--- config.mk ---
export PLATFORM = sky130hd
export DESIGN_NAME = uart_tx_fifo
export DESIGN_NICKNAME = d
export VERILOG_FILES = /design/src/rtl/uart_pkg.sv /design/src/rtl/uart_fifo_mem.sv /design/src/rtl/uart_tx_fifo.sv
export SDC_FILE = /design/constraint.sdc
export NUM_CORES = 1
export LEC_CHECK = 0
export BUFFER_PORTS_ARGS = -buffer_cell sky130_fd_sc_hd__buf_2
export CELL_PAD_IN_SITES_DETAIL_PLACEMENT = 1
export CELL_PAD_IN_SITES_GLOBAL_PLACEMENT = 2
export CORE_MARGIN = 2
export CORE_UTILIZATION = 42
export DETAILED_ROUTE_END_ITERATION = 8
export PLACE_DENSITY = 0.81
export SLEW_MARGIN = 20
export SYNTH_ARGS = -nofsm -noshare
export SYNTH_HDL_FRONTEND = slang
export SYNTH_SLANG_ARGS = --single-unit
--- constraint.sdc ---
create_clock -name clk -period 2.9 [get_ports clk]
set_clock_uncertainty 0.2 [all_clocks]
set_input_delay 0.435 -clock clk [delete_from_list [all_inputs] [get_ports clk]]
set_output_delay 0.435 -clock clk [all_outputs]
set_load 0.05 [all_outputs]
--- src/rtl/uart_pkg.sv ---
// Shared UART definitions: data width, stop-bit tick count and
// the transmit-FIFO controller state encoding.
package uart_pkg;

    localparam int DBIT    = 8;
    localparam int SB_TICK = 16;

    typedef enum logic [1:0] {
        IDLE   = 2'd0,
        LAUNCH = 2'd1,
        BUSY   = 2'd2
    } tx_state_e;

endpackage

--- src/rtl/uart_fifo_mem.sv ---
// Simple dual-port register array, DBIT x 2**ADDR_W, no reset.
// Ports: clk, we_i/waddr_i/wdata_i sync write, raddr_i -> rdata_o async read.
module uart_fifo_mem #(
    parameter int DBIT   = 8,
    parameter int ADDR_W = 4
) (
    input  logic              clk,
    input  logic              we_i,
    input  logic [ADDR_W-1:0] waddr_i,
    input  logic [DBIT-1:0]   wdata_i,
    input  logic [ADDR_W-1:0] raddr_i,
    output logic [DBIT-1:0]   rdata_o
);

    logic [DBIT-1:0] mem_q [2**ADDR_W];

    always_ff @(posedge clk) begin
        if (we_i) begin
            mem_q[waddr_i] <= wdata_i;
        end
    end

    assign rdata_o = mem_q[raddr_i];

endmodule

--- src/rtl/uart_tx_fifo.sv ---
// Buffered UART transmit front-end: FIFO plus launch controller.
// Ports: clk, reset_n, clr, wr_en/wr_data in; full/empty/count/overflow
// status; tx_busy, tx_start, tx_din to the transmitter; tx_done_tick back.
module uart_tx_fifo #(
    parameter int DBIT   = uart_pkg::DBIT,
    parameter int ADDR_W = 4
) (
    input  logic            clk,
    input  logic            reset_n,
    input  logic            clr,
    input  logic            wr_en,
    input  logic [DBIT-1:0] wr_data,
    output logic            full,
    output logic            empty,
    output logic [ADDR_W:0] count,
    output logic            overflow,
    output logic            tx_busy,
    output logic            tx_start,
    output logic [DBIT-1:0] tx_din,
    input  logic            tx_done_tick
);

    import uart_pkg::*;

    localparam logic [ADDR_W:0] FULL_CNT = (ADDR_W+1)'(2**ADDR_W);

    tx_state_e         state_q, state_d;
    logic [ADDR_W-1:0] wptr_q, wptr_d;
    logic [ADDR_W-1:0] rptr_q, rptr_d;
    logic [ADDR_W:0]   cnt_q, cnt_d;
    logic              ovf_q, ovf_d;
    logic              start_q, start_d;
    logic [DBIT-1:0]   din_q, din_d;
    logic [DBIT-1:0]   head;
    logic              wr_acc;
    logic              pop;

    assign full     = (cnt_q == FULL_CNT);
    assign empty    = (cnt_q == '0);
    assign count    = cnt_q;
    assign overflow = ovf_q;
    assign tx_busy  = (state_q == LAUNCH) || (state_q == BUSY);
    assign tx_start = start_q;
    assign tx_din   = din_q;

    // clr wins over both the write and the pop
    assign wr_acc = wr_en && !full && !clr;
    assign pop    = (state_q == IDLE) && !empty && !clr;

    uart_fifo_mem #(
        .DBIT   (DBIT),
        .ADDR_W (ADDR_W)
    ) u_mem (
        .clk     (clk),
        .we_i    (wr_acc),
        .waddr_i (wptr_q),
        .wdata_i (wr_data),
        .raddr_i (rptr_q),
        .rdata_o (head)
    );

    always_comb begin
        wptr_d = wptr_q;
        rptr_d = rptr_q;
        cnt_d  = cnt_q;
        ovf_d  = ovf_q;
        if (clr) begin
            wptr_d = '0;
            rptr_d = '0;
            cnt_d  = '0;
            ovf_d  = 1'b0;
        end else begin
            if (wr_acc) begin
                wptr_d = wptr_q + ADDR_W'(1);
            end
            if (pop) begin
                rptr_d = rptr_q + ADDR_W'(1);
            end
            if (wr_en && full) begin
                ovf_d = 1'b1;
            end
            unique case ({wr_acc, pop})
                2'b10:   cnt_d = cnt_q + (ADDR_W+1)'(1);
                2'b01:   cnt_d = cnt_q - (ADDR_W+1)'(1);
                default: cnt_d = cnt_q;
            endcase
        end
    end

    // the FSM ignores clr once a byte is launched
    always_comb begin
        state_d = state_q;
        start_d = 1'b0;
        din_d   = din_q;
        case (state_q)
            IDLE: begin
                if (pop) begin
                    state_d = LAUNCH;
                    start_d = 1'b1;
                    din_d   = head;
                end
            end
            LAUNCH: begin
                state_d = BUSY;
            end
            BUSY: begin
                if (tx_done_tick) begin
                    state_d = IDLE;
                end
            end
            default: begin
                state_d = IDLE;
            end
        endcase
    end

    always_ff @(posedge clk or negedge reset_n) begin
        if (!reset_n) begin
            state_q <= IDLE;
            wptr_q  <= '0;
            rptr_q  <= '0;
            cnt_q   <= '0;
            ovf_q   <= 1'b0;
            start_q <= 1'b0;
            din_q   <= '0;
        end else begin
            state_q <= state_d;
            wptr_q  <= wptr_d;
            rptr_q  <= rptr_d;
            cnt_q   <= cnt_d;
            ovf_q   <= ovf_d;
            start_q <= start_d;
            din_q   <= din_d;
        end
    end

endmodule
==> key figures, run 1 <==
Status
  – Status: complete, no violations

Placement
  – DP Area: 6850 sq um
  – DP Wirelength: 9570 um
  – Setup WS pre-CTS: 11.8 ps
  – PortBufs: 30
  – Dpl cells: 568
  – Routability cong.: 0.727

GRT
  – Initial antenna violation count: 0
  – Largest net degree at the start of global routing: 27
  – Total GRT Usage: 19.3%
  – Total grt overflow: 0
  – Number of global-route vias before repair: 3,820
  – First-pass GRT wire length: 22,400 um

Run
  – Max Cap Violations: 0

Critical path
  – Critical path capture point type: flop
  – Worst Path Arrival: 2950 ps
  – CP top delay family: simple AND/OR/NAND/NOR gates
  – Buffers & Inverters on Critical Path: 0
  – Critical-path cell list: or4_4 -> o21ai_4 -> nand2_4 -> fa_2 -> nand2b_4 -> a2111o_1 -> nand2b_4 -> a41oi_2
  – Crit path max fanout: 3
  – Worst Path Required: 3040 ps
  – Kind of critical path: flop to flop
  – Slowest stage delay, CP: 590 ps
  – Critical path startpoint category: flop
  – Cell mode on critical path: nand2b_4
  – CP max stage cell: or4_4

Layout
  – Synth-to-Final Area Change: 17.7%
  – Final Net Count: 432
  – Filler cells: 1,350
  – Non-Filler Instances: 603
  – Share of layout cells above drive strength 1: 32.7%
  – Footprint of the multi-input gates: 1820 sq um
  – Register area: 4480 sq um
  – ANT cells: 0
  – Fin area: 7480 sq um

Power and ir drop
  – Lkg Pwr: 2.61 nW
  – Power Density: 886 nW/um^2
  – Worst VDD drop: 462 uV

Detailed routing
  – WL met3: 472 um
  – Post-route ant nets: 0
  – DR vias: 3,358
  – Max Used Layer: met4
  – Detailed-route DRC error count: 0
  – Total Wirelength: 14,500 um
  – Vias per inst: 5.57
  – Drt pass-1 iters: 5
  – Met1 Wirelength: 6090 um
  – DRT iter0 DRCs: 208
  – WL/cell: 24.1 um
  – DR WL met2: 7680 um

Synth
  – Synth Flop Type: edfxtp_1
  – Post-synthesis sequential area ratio: 70.3%
  – YS warnings: 0
  – Synthesized area: 6360 sq um
  – Cell with the most instances after synthesis: edfxtp_1
  – Synth top area share: 60.5%
  – Syn Inst Count: 353
  – Post-synth EDFFs: 128
  – Async SR Flop Fraction: 16.3%
  – Post-synthesis register bit count: 153
  – Post-synth top area cell: edfxtp_1
  – Ranking of synthesized cells by area: edfxtp_1 (60%), mux4_2 (11%), dfrtp_1 (9.8%)
  – Syn avg cell area: 18.0 sq um
  – Syn Nets: 379
  – Synth cell count leaders: edfxtp_1 (128), mux4_2 (32), dfrtp_1 (25), mux2i_1 (20), nor2_1 (17)
  – Synth cell types: 44

STA
  – Worst-margin pin slew: 636 ps
  – Final period util: 96.9%
  – Min Tclk post-route: 2810 ps
  – Hold WS: 122 ps
  – Slew margin rel.: 57.6%
  – Final WS setup: 90.3 ps
  – Endpoints failing hold: 0
  – Setup violations, final: 0
  – Final max-slew violation count: 0
  – Fmax: 356 MHz

Hold path
  – Worst hold path type: primary input to flop

Clock tree
  – CTS root buffer: clkbuf_16
  – Sink Count: 153
  – Worst-path clk slew: 60 ps
  – CTS Buf Count: 17
  – Later-pin clock latency in the skew report: 420 ps
  – CTS tree: yes
  – Htree depth: 4
  – Clk buf depth: 2

Die
  – Cell Rows: 44
  – Ports: 31
  – Die H: 127 um
  – Die ar.: 16,100 sq um
  – Die Width: 127 um
  – Core area: 14,600 sq um
  – Initial Util: 43.4%
final timing paths:
| kind | from | end | slack [ps] | cells after the start |
|---|---|---|---|---|
| worst max-delay path | count[2] | count[4] | 90 | 8 |
| worst min-delay path | clr | tx_start | 120 | 4 |
| worst max register to register | count[2] | count[4] | 90 | 8 |
| worst min register to register | tx_din[6] | tx_din[6] | 290 | 2 |
| max in group asynchronous | reset_n | rptr_q[1] | 1670 | 2 |
| min in group asynchronous | reset_n | overflow | 380 | 2 |
sequential cells by signal, summed over array words and instances (netlist names):
register	cells
u_mem.mem_q	128
tx_din	8
count	5
rptr_q	4
wptr_q	4
state_q	2
overflow	1
tx_start	1
where the power goes:
group          leakage [nW]  switching, mW  total [mW]  internal [mW]
Sequential             1.47          0.134        2.66           2.53
Combinational         0.867           1.16        1.84          0.676
Clock                 0.268          0.931        2.13           1.20
what timing repair did:
| item | CTS | global route |
|---|---|---|
| pin swaps | 1 | 4 |
| buffers inserted | 1 | 1 |
| resized for setup | 0 | 7 |
| endpoints found under the hold margin | 25 | 0 |
| gates cloned | 0 | 0 |
| hold buffers | 1 | 0 |
| setup endpoints to repair | 1 | 1 |
cells by family after synthesis:
kind of cell	after synthesis	synth area share (%)
XOR/XNOR	6	0.827
adder cells (fa/ha/maj)	13	2.68
AO/OA/AOI/OAI	31	3.62
multiplexers	56	15.2
flip-flops	153	70.3
AND/OR/NAND/NOR	64	5.24
buffers and inverters	30	2.15
layer usage:
metal | vias to the layer above | track usage (%)
met1 | 1788 | 23.9
met3 | 17 | 3.73
met2 | 55 | 33.5
met4 | 0 | 7.82
li1 | 1498 | -
met5 | - | 0
area by class of cell:
class,instances,area share (%)
timing repair buffer,52,4.58
clock buffer,17,5.68
clock inverter,15,1.89
multi-input combinational,170,24.4
inverter,12,0.602
tap,184,3.08
sequential,153,59.8
worst register-to-register path, delay by kind of cell, from the launching register on:
kind                       cells  cell delay [ps]
AOI/OAI and AO/OA              3              810
and+or+nand+nor                4              970
DFF                            1              400
adders and majority gates      1              350
through the flow:
step / utilization, % / TNS, ps / power, mW
final: 51.1 / 0 / 6.63
after global routing: 51.1 / -11.3 / 6.92
after CTS: 50.8 / 0 / 6.65
after detailed placement: 46.8 / 0 / 4.50
after global placement: 46.8 / 0 / 4.41
after floorplan: - / -128 / 3.97
cells in the final DEF (no fill, tap or decap), drive strengths merged, types with 2 or more instances in the layout:
cell type and count:
a21oi 9, and2 9, and4 3, buf 51, clkbuf 17, clkinv 3, clkinvlp 4, dfrtp 25
edfxtp 128, ha 12, inv 19, mux2 4, mux2i 20, mux4 32, nand2 13, nand2b 4
nand3 5, nor2 17, nor2b 3, nor3 4, nor4 2, o211ai 3, o21ai 5, o221ai 8
or4 2, xnor2 2, xor2 4
Note: power is estimated with default switching activity, not from simulation.
==> run 2, diff against run 1 <==
--- a/config.mk
+++ b/config.mk
@@ -9,9 +9,10 @@
 export CELL_PAD_IN_SITES_DETAIL_PLACEMENT = 1
 export CELL_PAD_IN_SITES_GLOBAL_PLACEMENT = 2
 export CORE_MARGIN = 2
-export CORE_UTILIZATION = 42
+export CORE_UTILIZATION = 44
+export CTS_BUF_LIST = sky130_fd_sc_hd__clkbuf_8
 export DETAILED_ROUTE_END_ITERATION = 8
-export PLACE_DENSITY = 0.81
+export PLACE_DENSITY = 0.84
 export SLEW_MARGIN = 20
 export SYNTH_ARGS = -nofsm -noshare
 export SYNTH_HDL_FRONTEND = slang
==> key figures, run 2 (synthesized netlist as in run 1, its figures left out) <==
Layout
  – Commonest non-fill, non-tap cell in the layout: edfxtp_1
  – ANT cells: 0 (unchanged)
  – Largest register FFs: 128 (unchanged)
  – Non-Filler Instances: 595 (-1.3%)
  – Largest Register: u_mem.mem_q
  – Final Net Count: 428 (-0.93%)
  – Post-layout utilization of the core: 51.9% (+0.75 points)
  – Fin area: 7250 sq um (-3.1%)
  – Share of layout cells above drive strength 1: 32.0% (-0.65 points)
  – Commonest non-fill, non-tap cells in the layout: edfxtp_1 (128), mux4_2 (32), buf_2 (30)
  – Synth-to-Final Area Change: 14.1%

Placement
  – Setup WS pre-CTS: 88.0 ps (+76.2 ps)
  – Dpl cells: 561 (-1.2%)
  – DP Wirelength: 8830 um (-7.8%)
  – Routability cong.: 0.790 (+8.7%)
  – PortBufs: 30 (unchanged)
  – DP Area: 6820 sq um (-0.49%)

Clock tree
  – CTS root buffer: clkbuf_8
  – Sink Count: 153 (unchanged)
  – Clk buf depth: 2 (unchanged)
  – Later-pin clock latency in the skew report: 450 ps (+30 ps)
  – CTS Buf Count: 17 (unchanged)
  – CTS tree: yes
  – Htree depth: 4 (unchanged)
  – Worst-path clk slew: 90 ps (+30 ps)

STA
  – Final period util: 97.1% (+0.26 points)
  – Endpoints failing hold: 0 (unchanged)
  – Min Tclk post-route: 2820 ps (+7.52 ps)
  – Slew margin rel.: 44.7% (-13 points)
  – Final max-slew violation count: 0 (unchanged)
  – Final WS setup: 82.7 ps (-7.52 ps)
  – Hold WS: 110 ps (-11.8 ps)
  – Worst-margin pin slew: 829 ps (+193 ps)
  – Fmax: 355 MHz (-0.27%)
  – Setup violations, final: 0 (unchanged)
  – Setup TNS: 0 ps (unchanged)

Die
  – Die ar.: 15,400 sq um (-4.4%)
  – Die H: 124 um (-2.2%)
  – Cell Rows: 43 (-2.3%)
  – Ports: 31 (unchanged)
  – Initial Util: 45.4% (+2.0 points)
  – Core area: 14,000 sq um (-4.5%)
  – Die Width: 124 um (-2.2%)

Critical path
  – Kind of critical path: flop to flop
  – Slowest stage delay, CP: 590 ps (about the same)
  – Critical path capture point type: flop
  – Critical-path cell list: or4_4 -> o21ai_4 -> inv_2 -> nand2_2 -> inv_2 -> ha_4 -> nand2b_1 -> a2111o_1 -> nand2b_1 -> a41oi_2
  – Crit path max fanout: 5 (+2)
  – Critical path startpoint category: flop
  – Worst Path Required: 3070 ps (+30 ps)
  – CP max stage cell: or4_4
  – Reg2reg setup slack: 80 ps (about the same)
  – Worst Path Arrival: 2990 ps (+40 ps)

Power and ir drop
  – Clock Power Share: 26.8% (-5.3 points)
  – Worst VDD drop: 333 uV (-28%)
  – Lkg Pwr: 2.48 nW (-4.9%)
  – Switching portion of total power: 34.4% (+0.90 points)
  – Sequential power share: 44.1% (+3.9 points)
  – Comb power frac: 29.1% (+1.4 points)
  – Power Internal: 3.97 mW (-10%)
  – Power Total: 6.05 mW (-8.7%)
  – Power Density: 834 nW/um^2 (-5.8%)
  – P_sw: 2.08 mW (-6.3%)

Detailed routing
  – DRT iter0 DRCs: 241 (+16%)
  – Vias per inst: 5.53 (-0.74%)
  – DR vias: 3,289 (-2.1%)
  – Drt pass-1 iters: 4 (-1)
  – Post-route ant nets: 0 (unchanged)
  – Detailed-route DRC error count: 0 (unchanged)
  – WL met3: 539 um (+14%)
  – Total Wirelength: 13,000 um (-10%)
  – DR WL met2: 6590 um (-14%)
  – WL/cell: 21.9 um (-9.1%)
  – Max Used Layer: met4
  – Met1 Wirelength: 5630 um (-7.4%)

Hold path
  – Worst hold path type: primary input to flop

GRT
  – Number of global-route vias before repair: 3,625 (-5.1%)
  – Total GRT Usage: 18.2% (-1.1 points)
  – Total grt overflow: 0 (unchanged)
  – First-pass GRT wire length: 21,300 um (-4.8%)
  – Initial antenna violation count: 0 (unchanged)
  – Largest net degree at the start of global routing: 35 (+30%)

Run
  – Max Cap Violations: 0 (unchanged)

Status
  – Status: complete, no violations
run 2: changes by cell type in the layout (fill, tap and decap cells not counted), moves of 2 or more:
| cell | before | now |
|---|---|---|
| clkbuf_16 | 17 | 0 |
| clkbuf_8 | 0 | 17 |
| buf_4 | 19 | 16 |
| nand2b_1 | 1 | 3 |
| nand2b_4 | 2 | 0 |
run 2: area by class of cell:
| type | instances | area [sq um] |
|---|---|---|
| clock buffer | 17 | 234 |
| clock inverter | 15 | 164 |
| fill | 1320 | 6740 |
| inverter | 12 | 45.0 |
| multi-input combinational | 170 | 1810 |
| sequential | 153 | 4480 |
| tap | 180 | 225 |
| timing repair buffer | 48 | 300 |
run 2: power groups by stage:
| stage | registers [mW] | logic, mW | clock network (mW) |
|---|---|---|---|
| 6_report | 2.67 | 1.76 | 1.62 |
| 5_1_grt | 2.69 | 1.90 | 1.74 |
| 4_1_cts | 2.67 | 1.74 | 1.65 |
| 3_5_place_dp | 2.72 | 1.73 | 0 |
| 3_3_place_gp | 2.71 | 1.69 | 0 |
| 2_1_floorplan | 2.96 | 1.00 | 0 |
run 2: path summary, 6_finish.rpt:
path,startpoint,to,cells past startpoint
worst min register to register,tx_din[4],tx_din[4],2
min in group asynchronous,reset_n,overflow,2
worst min-delay path,clr,tx_start,4
worst max-delay path,count[3],count[4],10
max in group asynchronous,reset_n,count[1],2
worst max register to register,count[3],count[4],10
run 2: critical path: cells and delay by family, from the launching register on:
family          cells  cell delay (ps)
buf+inv             2              150
compound gates      3              760
flops               1              410
simple gates        4              940
fa+ha+maj           1              280
run 2: per-layer routing:
layer  global-route usage [%]  vias to the layer above
li1                         -                     1487
met1                     24.7                     1710
met2                     29.3                       74
met3                     3.79                       18
met4                     6.87                        0
met5                        0                        -
run 2: what timing repair did:
action | CTS | global route
hold buffers | 1 | 0
setup buffers | 0 | 1
setup endpoints to repair | 0 | 1
gates resized for setup | 0 | 4
endpoints found under the hold margin | 25 | 0
==> run 3, diff against run 2 <==
--- a/config.mk
+++ b/config.mk
@@ -6,6 +6,7 @@
 export NUM_CORES = 1
 export LEC_CHECK = 0
 export BUFFER_PORTS_ARGS = -buffer_cell sky130_fd_sc_hd__buf_2
+export CAP_MARGIN = 15
 export CELL_PAD_IN_SITES_DETAIL_PLACEMENT = 1
 export CELL_PAD_IN_SITES_GLOBAL_PLACEMENT = 2
 export CORE_MARGIN = 2
@@ -16,4 +17,5 @@
 export SLEW_MARGIN = 20
 export SYNTH_ARGS = -nofsm -noshare
 export SYNTH_HDL_FRONTEND = slang
+export SYNTH_HIERARCHICAL = 1
 export SYNTH_SLANG_ARGS = --single-unit
==> key figures, run 3 <==
Die
  – Cell Rows: 43 (unchanged)
  – Initial Util: 45.3% (-0.16 points)
  – Die Width: 124 um (-0.35%)
  – Die H: 124 um (-0.35%)
  – Ports: 31 (unchanged)
  – Die ar.: 15,300 sq um (-0.70%)
  – Core area: 13,900 sq um (-0.38%)

Placement
  – DP Wirelength: 8790 um (-0.40%)
  – DP Area: 6770 sq um (-0.64%)
  – Setup WS pre-CTS: -42.7 ps (-131 ps)
  – Routability cong.: 0.767 (-3.0%)
  – PortBufs: 30 (unchanged)

Critical path
  – Critical path startpoint category: flop
  – Buffers & Inverters on Critical Path: 1 (-1)
  – Worst Path Required: 2750 ps (-320 ps)
  – Critical-path cell list: nor4_2 -> and2_4 -> nand2b_1 -> buf_4 -> nor2_1 -> nand3b_1 -> nor2_1
  – WP depth: 7 (-3)
  – Kind of critical path: flop to flop
  – R2R cell count: 7 (-3)
  – Crit path max fanout: 8 (+3)
  – Worst Path Arrival: 2730 ps (-260 ps)
  – Critical path capture point type: flop
  – CP top delay family: simple AND/OR/NAND/NOR gates
  – Slowest stage delay, CP: 830 ps (+240 ps)
  – CP max stage cell: nor2_1
  – Cell mode on critical path: nor2_1

STA
  – Final max-slew violation count: 0 (unchanged)
  – Final period util: 99.1% (+1.9 points)
  – Worst-margin pin slew: 1020 ps (+194 ps)
  – Setup violations, final: 0 (unchanged)
  – RSZ-0062 raised after global routing: yes
  – Final WS setup: 27.4 ps (-55.4 ps)
  – Hold WS: 105 ps (-5.53 ps)
  – Fmax: 348 MHz (-1.9%)
  – Setup TNS: 0 ps (unchanged)
  – Min Tclk post-route: 2870 ps (+55.4 ps)
  – Slew margin rel.: 31.5% (-13 points)
  – Endpoints failing hold: 0 (unchanged)

Power and ir drop
  – Switching portion of total power: 32.9% (-1.5 points)
  – Lkg Pwr: 2.57 nW (+3.7%)
  – Sequential power share: 43.5% (-0.6 points)
  – P_sw: 1.98 mW (-5.0%)
  – Worst VDD drop: 378 uV (+14%)
  – Power Density: 833 nW/um^2 (-0.12%)
  – Comb power frac: 32.1% (+3.0 points)
  – Power Internal: 4.03 mW (+1.7%)
  – Clock Power Share: 24.4% (-2.4 points)

Synth
  – Synth cell types: 43 (-2.3%)
  – Post-synth EDFFs: 128 (unchanged)
  – Async SR Flop Fraction: 16.3% (unchanged)
  – Post-synthesis register bit count: 153 (unchanged)
  – Synthesized area: 6310 sq um (-0.73%)
  – Post-synth top area cell: edfxtp_1
  – Cell with the most instances after synthesis: edfxtp_1
  – Post-synthesis sequential area ratio: 70.8% (+0.52 points)
  – Syn avg cell area: 17.7 sq um (-1.8%)
  – Synth top area share: 60.9% (+0.44 points)
  – Syn Inst Count: 357 (+1.1%)
  – Synth Flop Type: edfxtp_1
  – Ranking of synthesized cells by area: edfxtp_1 (61%), dfrtp_1 (9.9%), mux4_2 (6.4%)
  – Synth cell count leaders: edfxtp_1 (128), nand2_1 (42), nor2_1 (27), dfrtp_1 (25), mux4_2 (18)
  – Syn Nets: 380 (+0.26%)
  – YS warnings: 6 (+6)

GRT
  – Initial antenna violation count: 0 (unchanged)
  – Total GRT Usage: 19.1% (+0.84 points)
  – Largest net degree at the start of global routing: 36 (+2.9%)
  – Total grt overflow: 0 (unchanged)
  – First-pass GRT wire length: 20,700 um (-2.8%)
  – Number of global-route vias before repair: 3,587 (-1.0%)

Run
  – Max Cap Violations: 0 (unchanged)

Clock tree
  – CTS root buffer: clkbuf_8
  – Clk buf depth: 2 (unchanged)
  – Sink Count: 153 (unchanged)
  – Later-pin clock latency in the skew report: 440 ps (about the same)
  – CTS Buf Count: 17 (unchanged)
  – Worst-path clk slew: 80 ps (about the same)
  – CTS tree: yes
  – Htree depth: 4 (unchanged)

Hold path
  – Hold path depth: 2 (-2)
  – Worst hold path type: primary input to flop

Layout
  – Largest Register: u_mem/mem_q
  – Commonest non-fill, non-tap cell in the layout: edfxtp_1
  – ANT cells: 0 (unchanged)
  – Largest register FFs: 128 (unchanged)
  – Final Net Count: 437 (+2.1%)
  – Post-layout utilization of the core: 51.8% (about the same)
  – Share of layout cells above drive strength 1: 28.1% (-3.9 points)
  – Synth-to-Final Area Change: 14.4%
  – Commonest non-fill, non-tap cells in the layout: edfxtp_1 (128), nand2_1 (41), buf_2 (30)
  – Fin area: 7220 sq um (-0.48%)

Detailed routing
  – Detailed-route DRC error count: 0 (unchanged)
  – DR vias: 3,364 (+2.3%)
  – Drt pass-1 iters: 4 (unchanged)
  – DRT iter0 DRCs: 268 (+11%)
  – Post-route ant nets: 0 (unchanged)
  – Total Wirelength: 13,300 um (+2.2%)
  – Vias per inst: 5.54 (+0.26%)
  – WL/cell: 21.9 um (+0.15%)

Status
  – Status: complete, no violations
## run 3: per-layer routing
layer	GRT usage [%]	up-vias	share of wire, %
met3	5.17	20	4.5
met4	7.95	0	2.1
li1	-	1505	-
met1	24.2	1753	43
met5	0	-	0
met2	31.1	86	50
## run 3: cells by family (layout without fill, tap and decap cells)
kind of cell / Yosys count / after routing / synth area share (%)
AOI/OAI and AO/OA: 34 / 34 / 3.89
xor gates and xnor gates: 8 / 8 / 1.11
adders and majority gates: 10 / 10 / 2.10
buffers and inverters: 19 / 89 / 2.14
DFF: 153 / 153 / 70.8
muxes: 37 / 37 / 13.1
and+or+nand+nor: 96 / 96 / 6.86
## run 3: metrics by stage
stage               power [mW]  std cells
floorplan                 4.10        357
global route              6.33        607
CTS                       6.00        603
global placement          4.46        570
finish                    6.01        607
detailed placement        4.52        570
## run 3: final cells by class
cell class,count,area (sq um)
clock inverter,15,121
inverter,6,32.5
clock buffer,17,234
fill,1329,6720
multi-input combinational,185,1810
timing repair buffer,51,323
tap,180,225
sequential,153,4480
## run 3: power by group through the flow
| stage | clock [mW] | combinational [mW] | sequential [mW] |
|---|---|---|---|
| after detailed placement | 0 | 1.85 | 2.67 |
| after CTS | 1.51 | 1.87 | 2.62 |
| after global routing | 1.60 | 2.09 | 2.64 |
| final | 1.47 | 1.93 | 2.62 |
| after global placement | 0 | 1.81 | 2.66 |
| after floorplan | 0 | 1.16 | 2.93 |
## run 3: timing repair
action,in CTS,in global routing
setup endpoints to repair,1,34
gates resized for setup,1,10
hold buffers,1,0
endpoints found under the hold margin,25,0
pin swaps,0,4
setup buffers,0,4
## run 3: path summary, 6_finish.rpt
check	slack [ps]	to	from
setup reg to reg	30	u_mem/mem_q[6][4]	count[1]
min in group asynchronous	320	count[4]	reset_n
hold reg to reg	280	tx_din[0]	tx_din[0]
hold / removal	100	wptr_q[1]	clr
setup / recovery	30	u_mem/mem_q[6][4]	count[1]
max in group asynchronous	1780	count[3]	reset_n
## run 3: worst reg2reg max path: stages, from the launching register on
cell and delay (ps):
dfrtp_2 430, nor4_2 80, and2_4 160, nand2b_1 200, buf_4 170, nor2_1 190, nand3b_1 210, nor2_1 830
